**src/rtl/vga_pixel_feeder.sv**
```systemverilog
// vga_pixel_feeder: small FIFO that absorbs upstream pixels and releases one raster frame
// at the divided pixel rate, with x/y coordinates and sticky done/underflow flags.
module vga_pixel_feeder #(
   parameter int data_width  = 8,
   parameter int imageWidth  = 64,
   parameter int imageheight = 48,
   parameter int DIV         = 10,
   parameter int FIFO_DEPTH  = 16
) (
   input  logic                  clk,
   input  logic                  reset,
   input  logic                  start,
   input  logic [data_width-1:0] in_data,
   input  logic                  in_valid,
   output logic                  in_ready,
   output logic                  pix_en,
   output logic [data_width-1:0] pix_data,
   output logic [15:0]           pix_x,
   output logic [15:0]           pix_y,
   output logic                  frame_done,
   output logic                  underflow
);
   localparam int AW = $clog2(FIFO_DEPTH);
   localparam int CW = AW + 1;
   localparam int DW = $clog2(DIV);
   typedef enum logic [1:0] {IDLE, RUN, DONE} state_t;
   state_t                state;
   logic [data_width-1:0] mem [FIFO_DEPTH];
   logic [AW-1:0]         rd_ptr, wr_ptr;
   logic [CW-1:0]         count;
   logic [DW-1:0]         div;
   logic [15:0]           nx, ny;
   logic                  push, pop, tick, x_wrap, last;
   assign in_ready = (count < CW'(FIFO_DEPTH)) && state != DONE;
   assign push     = in_valid && in_ready;
   assign tick     = state == RUN && div == DW'(DIV - 1);
   assign pop      = tick && count != '0;
   assign x_wrap   = nx == 16'(imageWidth - 1);
   assign last     = x_wrap && ny == 16'(imageheight - 1);
   // Storage needs no reset: count and pointers define what is valid.
   always_ff @(posedge clk)
      if (push) mem[wr_ptr] <= in_data;
   always_ff @(posedge clk or negedge reset)
      if (!reset) begin
         state      <= IDLE;
         rd_ptr     <= '0;
         wr_ptr     <= '0;
         count      <= '0;
         div        <= '0;
         nx         <= '0;
         ny         <= '0;
         pix_en     <= 1'b0;
         pix_data   <= '0;
         pix_x      <= '0;
         pix_y      <= '0;
         frame_done <= 1'b0;
         underflow  <= 1'b0;
      end else begin
         pix_en <= tick;
         wr_ptr <= push ? wr_ptr + AW'(1) : wr_ptr;
         rd_ptr <= pop ? rd_ptr + AW'(1) : rd_ptr;
         count  <= count + CW'(push) - CW'(pop);
         case (state)
            RUN: begin
               div <= tick ? '0 : div + DW'(1);
               if (tick) begin
                  // An empty tick still consumes the pixel slot so the raster stays aligned.
                  pix_data  <= pop ? mem[rd_ptr] : '0;
                  underflow <= underflow | ~pop;
                  pix_x     <= nx;
                  pix_y     <= ny;
                  nx        <= x_wrap ? '0 : nx + 16'd1;
                  ny        <= last ? '0 : (x_wrap ? ny + 16'd1 : ny);
                  if (last) begin
                     state      <= DONE;
                     frame_done <= 1'b1;
                  end
               end
            end
            default:
               if (start) begin
                  state      <= RUN;
                  frame_done <= 1'b0;
                  underflow  <= 1'b0;
                  div        <= '0;
                  nx         <= '0;
                  ny         <= '0;
               end
         endcase
      end
endmodule

```
**config.mk**
```make
export PLATFORM = sky130hd
export DESIGN_NAME = vga_pixel_feeder
export DESIGN_NICKNAME = d
export VERILOG_FILES = /design/src/rtl/vga_pixel_feeder.sv
export SDC_FILE = /design/constraint.sdc
export NUM_CORES = 1
export LEC_CHECK = 0
export ABC_CLOCK_PERIOD_IN_PS = 6100
export CORE_ASPECT_RATIO = 0.75
export CORE_UTILIZATION = 54
export CTS_BUF_LIST = sky130_fd_sc_hd__clkbuf_16
export DETAILED_ROUTE_END_ITERATION = 8
export GPL_ROUTABILITY_DRIVEN = 1
export PLACE_DENSITY = 0.73
export SYNTH_ARGS = -nofsm -noshare
export SYNTH_HDL_FRONTEND = slang
export SYNTH_SLANG_ARGS = --single-unit
```
**constraint.sdc**
```tcl
create_clock -name clk -period 6.1 [get_ports clk]
set_clock_uncertainty 0.15 [all_clocks]
set_input_delay 0.61 -clock clk [delete_from_list [all_inputs] [get_ports clk]]
set_output_delay 0.61 -clock clk [all_outputs]
set_load 0.02 [all_outputs]
```
==> flow_metrics.tcl <==
set metrics [dict create \
    run_status "finished clean" \
    clock_latency_ns 0.51 \
    critPathMaxFanout 11 \
    arrival_ns 3.64 \
    synth_compound_area_frac 0.0901 \
    cts.sinks 221 \
    cellLeakagePower_nw 4.20 \
    root_buffer "sky130_fd_sc_hd__clkbuf_16" \
    placed_wire_length_estimate_mm 13.1 \
    gr-usage-all-layers 0.233 \
    drv_slew 0 \
    max_fclk_mhz 294 \
    drv.max_cap_violation_count 0 \
    grt_antenna_before_repair 0 \
    yosys_warnings 0 \
    route.layer.met1.wl_mm 9.49 \
    netlist_area_um2 9400 \
    synth.ff_latch_count 221 \
    shortest_clock_period_the_worst_path_allows_after_layout_ns 3.40 \
    clkSlewWorstSetupHoldPaths_ns 0.07 \
    cellInternalPower_mw 3.27 \
    wl_met2_mm 9.01 \
    cts-buffers-inserted 22 \
    rows 41 \
    worst_setup_path_start_kind "flop" \
    final-setup-viol-count 0 \
    wire_per_inst_um 19.4 \
    port_buffers 55 \
    synth_adder_area_share 0.0221 \
    wire_length_of_the_first_global_routing_pass_mm 32.1 \
    postSynthNetCount 779 \
    die-width_um 154 \
    final_hold_viol_count 0 \
    post_synthesis_cell_type_count 53 \
    top_level_ports 56 \
    final_weighted_congestion_in_routability_driven_placement 0.865 \
    postSynthAreaPerCell_um2 12.5 \
    yosys-mux-area-fraction 0.0697 \
    final_nets 834 \
    aggregate_global_routing_overflow 0 \
    yosysSeqAreaShare 0.656 \
    synth_top_family_by_area "simple AND/OR/NAND/NOR gates" \
    endpoint "count[4]$_DFF_PN0_" \
    dp_worst_setup_slack_ns 2.69 \
    worst_hold_path.num_cells 2 \
    critPathKind "reg -> reg" \
    min_period_over_period 0.558 \
    ratio_of_routed_vias_to_standard_cells 5.94 \
    layout-drive-gt1-share 0.0633 \
    total_power_mw 4.82 \
    tightest_hold_check_type "reg -> reg" \
    drt_first_pass_iters 8 \
    timing.final.ws_setup_ns 2.70 \
    worst_case_reg_to_reg_path_depth 15 \
    grt_max_degree 81 \
    simple_gate_area_share_of_the_yosys_netlist 0.120 \
    floorplan.initialDensity 0.555 \
    share_of_the_synthesized_netlist_area_taken_by_xor_and_xnor_gates 0.0140 \
    cts_htree_levels 1 \
    regToRegStartpoint "state[0]$_DFFE_PN0P_" \
    initialDrtViolationCount 635 \
    slew_headroom 0.303 \
    drc_violation_count_after_routing 0 \
    die_h_um 116 \
    pwr-share-comb 0.275 \
    ir_drop_mv 0.263 \
    power.share.clock 0.288 \
    final_antenna_net_count 0 \
    wl_met3_mm 1.35 \
    required_time_of_the_worst_setup_path_ns 6.34 \
    via_count_of_the_first_global_routing_pass 5934 \
    p_seq_frac 0.437 \
    insertedDiodeCount 0 \
    cts_tree "yes" \
    critical_path.endpoint_type "flop" \
    fin_tns_setup_ns 0 \
    core-area_um2 16900 \
    drt_wl_total_mm 20.1 \
    unrepaired_setup_endpoints_after_global_routing "false" \
    fin_util 0.644 \
    power.share.switching 0.322 \
    power-per-cell-area_nw_per_um2 442 \
    post_cts_resized 0 \
    synthToLayoutAreaGrowth_pct 16.1 \
    power.net_switching_mw 1.55 \
    reg2reg_capture_point "count[4]$_DFF_PN0_" \
    reg2reg_setup_slack_ns 2.70 \
    timing_worst_slew_pin_value_ns 1.05 \
    fp.dieArea_um2 17900 \
    timing.hold.ws_ns 0.323 \
    detailroute.via_count 6164 \
    worstSetupStartpoint "state[0]$_DFFE_PN0P_" \
    netlist_instances 751 \
    top_sig_layer "met4" \
    clock_path_buffers 3 \
]
==> synthesized netlist by cell type, drive strengths merged <==
library cell / number / area share
nor2b: 5 / 0.0033
nand3: 13 / 0.0069
or4: 2 / 0.0020
nand2b: 2 / 0.0013
a221oi: 6 / 0.0056
buf: 13 / 0.0076
a41oi: 2 / 0.0019
mux4: 2 / 0.0048
nor3: 9 / 0.0053
nand3b: 2 / 0.0016
a2111oi: 1 / 0.00093
nor2: 30 / 0.012
and3: 3 / 0.0020
a21oi: 14 / 0.0075
or3: 4 / 0.0027
clkbuf: 24 / 0.0097
nor4: 9 / 0.0060
nand4: 12 / 0.0080
and4: 4 / 0.0037
o41ai: 3 / 0.0048
o31ai: 6 / 0.0048
mux2i: 61 / 0.065
inv: 25 / 0.010
a32oi: 6 / 0.0056
a31o: 1 / 0.00093
and3b: 1 / 0.00093
clkinv: 2 / 0.00080
ha: 15 / 0.020
nor4bb: 1 / 0.0011
edfxtp: 128 / 0.41
a22oi: 20 / 0.016
a211o: 1 / 0.00093
o21ai: 50 / 0.027
and2: 11 / 0.0073
a22o: 3 / 0.0028
dfrtp: 93 / 0.25
a31oi: 13 / 0.0087
nor3b: 2 / 0.0016
or4b: 1 / 0.0015
xnor2: 11 / 0.010
a21o: 2 / 0.0016
o21a: 2 / 0.0016
xor2: 4 / 0.0037
fa: 1 / 0.0021
nand2: 131 / 0.052
==> cell type report <==
class                      instances  area (µm²)
clock inverter                    17         175
fill                            1237        6020
clock buffer                      23         576
sequential                       221        6170
timing repair buffer              68         648
multi-input combinational        466        2970
tap                              215         269
inverter                          27         101
==> through the flow <==
step                instance area [µm²]  std cells
floorplan                          9400        751
global placement                  10100        996
detailed placement                10100        996
CTS                               10900       1037
global route                      10900       1037
finish                            10900       1037
==> timing repair <==
| item | CTS | global route |
|---|---|---|
| hold endpoints to repair | 13 | 0 |
| buffers inserted | 0 | 0 |
| hold buffers | 1 | 0 |
==> power by group through the flow <==
stage               Clock [mW]  Combinational [mW]  Sequential, mW
finish                    1.39                1.32            2.11
global route              1.47                1.44            2.15
CTS                       1.41                1.32            2.11
detailed placement           0                1.31            2.13
global placement             0                1.28            2.11
floorplan                    0               0.770            2.14
==> cells in the final DEF (no fill, tap or decap), types with 8 or more instances in the layout <==
cell | synthesis | final
sky130_fd_sc_hd__nor4_1 | 9 | 9
sky130_fd_sc_hd__nor3_1 | 8 | 8
sky130_fd_sc_hd__nor2_1 | 30 | 30
sky130_fd_sc_hd__nand3_1 | 13 | 13
sky130_fd_sc_hd__a31oi_1 | 13 | 13
sky130_fd_sc_hd__nand2_1 | 131 | 130
sky130_fd_sc_hd__dfrtp_1 | 93 | 92
sky130_fd_sc_hd__a22oi_1 | 20 | 20
sky130_fd_sc_hd__clkbuf_16 | 0 | 23
sky130_fd_sc_hd__edfxtp_1 | 128 | 128
sky130_fd_sc_hd__mux2i_1 | 61 | 61
sky130_fd_sc_hd__and2_1 | 9 | 9
sky130_fd_sc_hd__o21ai_0 | 46 | 46
sky130_fd_sc_hd__ha_1 | 15 | 15
sky130_fd_sc_hd__buf_4 | 0 | 13
sky130_fd_sc_hd__inv_1 | 25 | 32
sky130_fd_sc_hd__a21oi_1 | 14 | 14
sky130_fd_sc_hd__clkdlybuf4s50_1 | 0 | 54
sky130_fd_sc_hd__xnor2_1 | 11 | 11
sky130_fd_sc_hd__nand4_1 | 12 | 12
==> routing by layer <==
| layer | up-vias | GRT usage |
|---|---|---|
| met3 | 21 | 0.0360 |
| met5 | - | 0 |
| met2 | 240 | 0.354 |
| met4 | 0 | 0.0554 |
| li1 | 2857 | - |
| met1 | 3046 | 0.357 |
==> state kept, by name, indices dropped and copies added, names as in the netlist <==
register,flops
count,5
div,4
frame_done,1
mem,128
nx,16
ny,16
pix_data,8
pix_en,1
pix_x,16
pix_y,16
rd_ptr,4
state,1
underflow,1
wr_ptr,4
==> worst min path at each step <==
stage	start	to	slack (ns)
global placement	reset	pix_x[14]$_DFFE_PN0P_	0.31
CTS	pix_y[4]$_DFFE_PN0P_	pix_y[4]$_DFFE_PN0P_	0.33
finish	pix_x[6]$_DFFE_PN0P_	pix_x[6]$_DFFE_PN0P_	0.32
detailed placement	reset	pix_x[14]$_DFFE_PN0P_	0.32
global route	reset	pix_x[12]$_DFFE_PN0P_	0.35
floorplan	reset	count[0]$_DFF_PN0_	0.16
==> critical path, cell delays in order, from the launching register on <==
cell                       delay [ns]
sky130_fd_sc_hd__dfrtp_1         0.40
sky130_fd_sc_hd__nor2b_1         0.70
sky130_fd_sc_hd__nand2_2         0.14
sky130_fd_sc_hd__clkinv_1        0.10
sky130_fd_sc_hd__nand2_1         0.22
sky130_fd_sc_hd__inv_1           0.22
sky130_fd_sc_hd__ha_1            0.25
sky130_fd_sc_hd__inv_1           0.06
sky130_fd_sc_hd__ha_1            0.16
sky130_fd_sc_hd__inv_1           0.06
sky130_fd_sc_hd__fa_1            0.40
sky130_fd_sc_hd__inv_1           0.08
sky130_fd_sc_hd__a21oi_1         0.06
sky130_fd_sc_hd__nor2_1          0.09
sky130_fd_sc_hd__nor2_1          0.06
sky130_fd_sc_hd__xnor2_1         0.13
==> kinds of logic after synthesis <==
logic type	Yosys count
fa+ha+maj	16
mux	63
flops	221
xor+xnor	15
compound gates	130
buf+inv	64
simple gates	242
No activity file was read; power rests on OpenSTA's default activity.
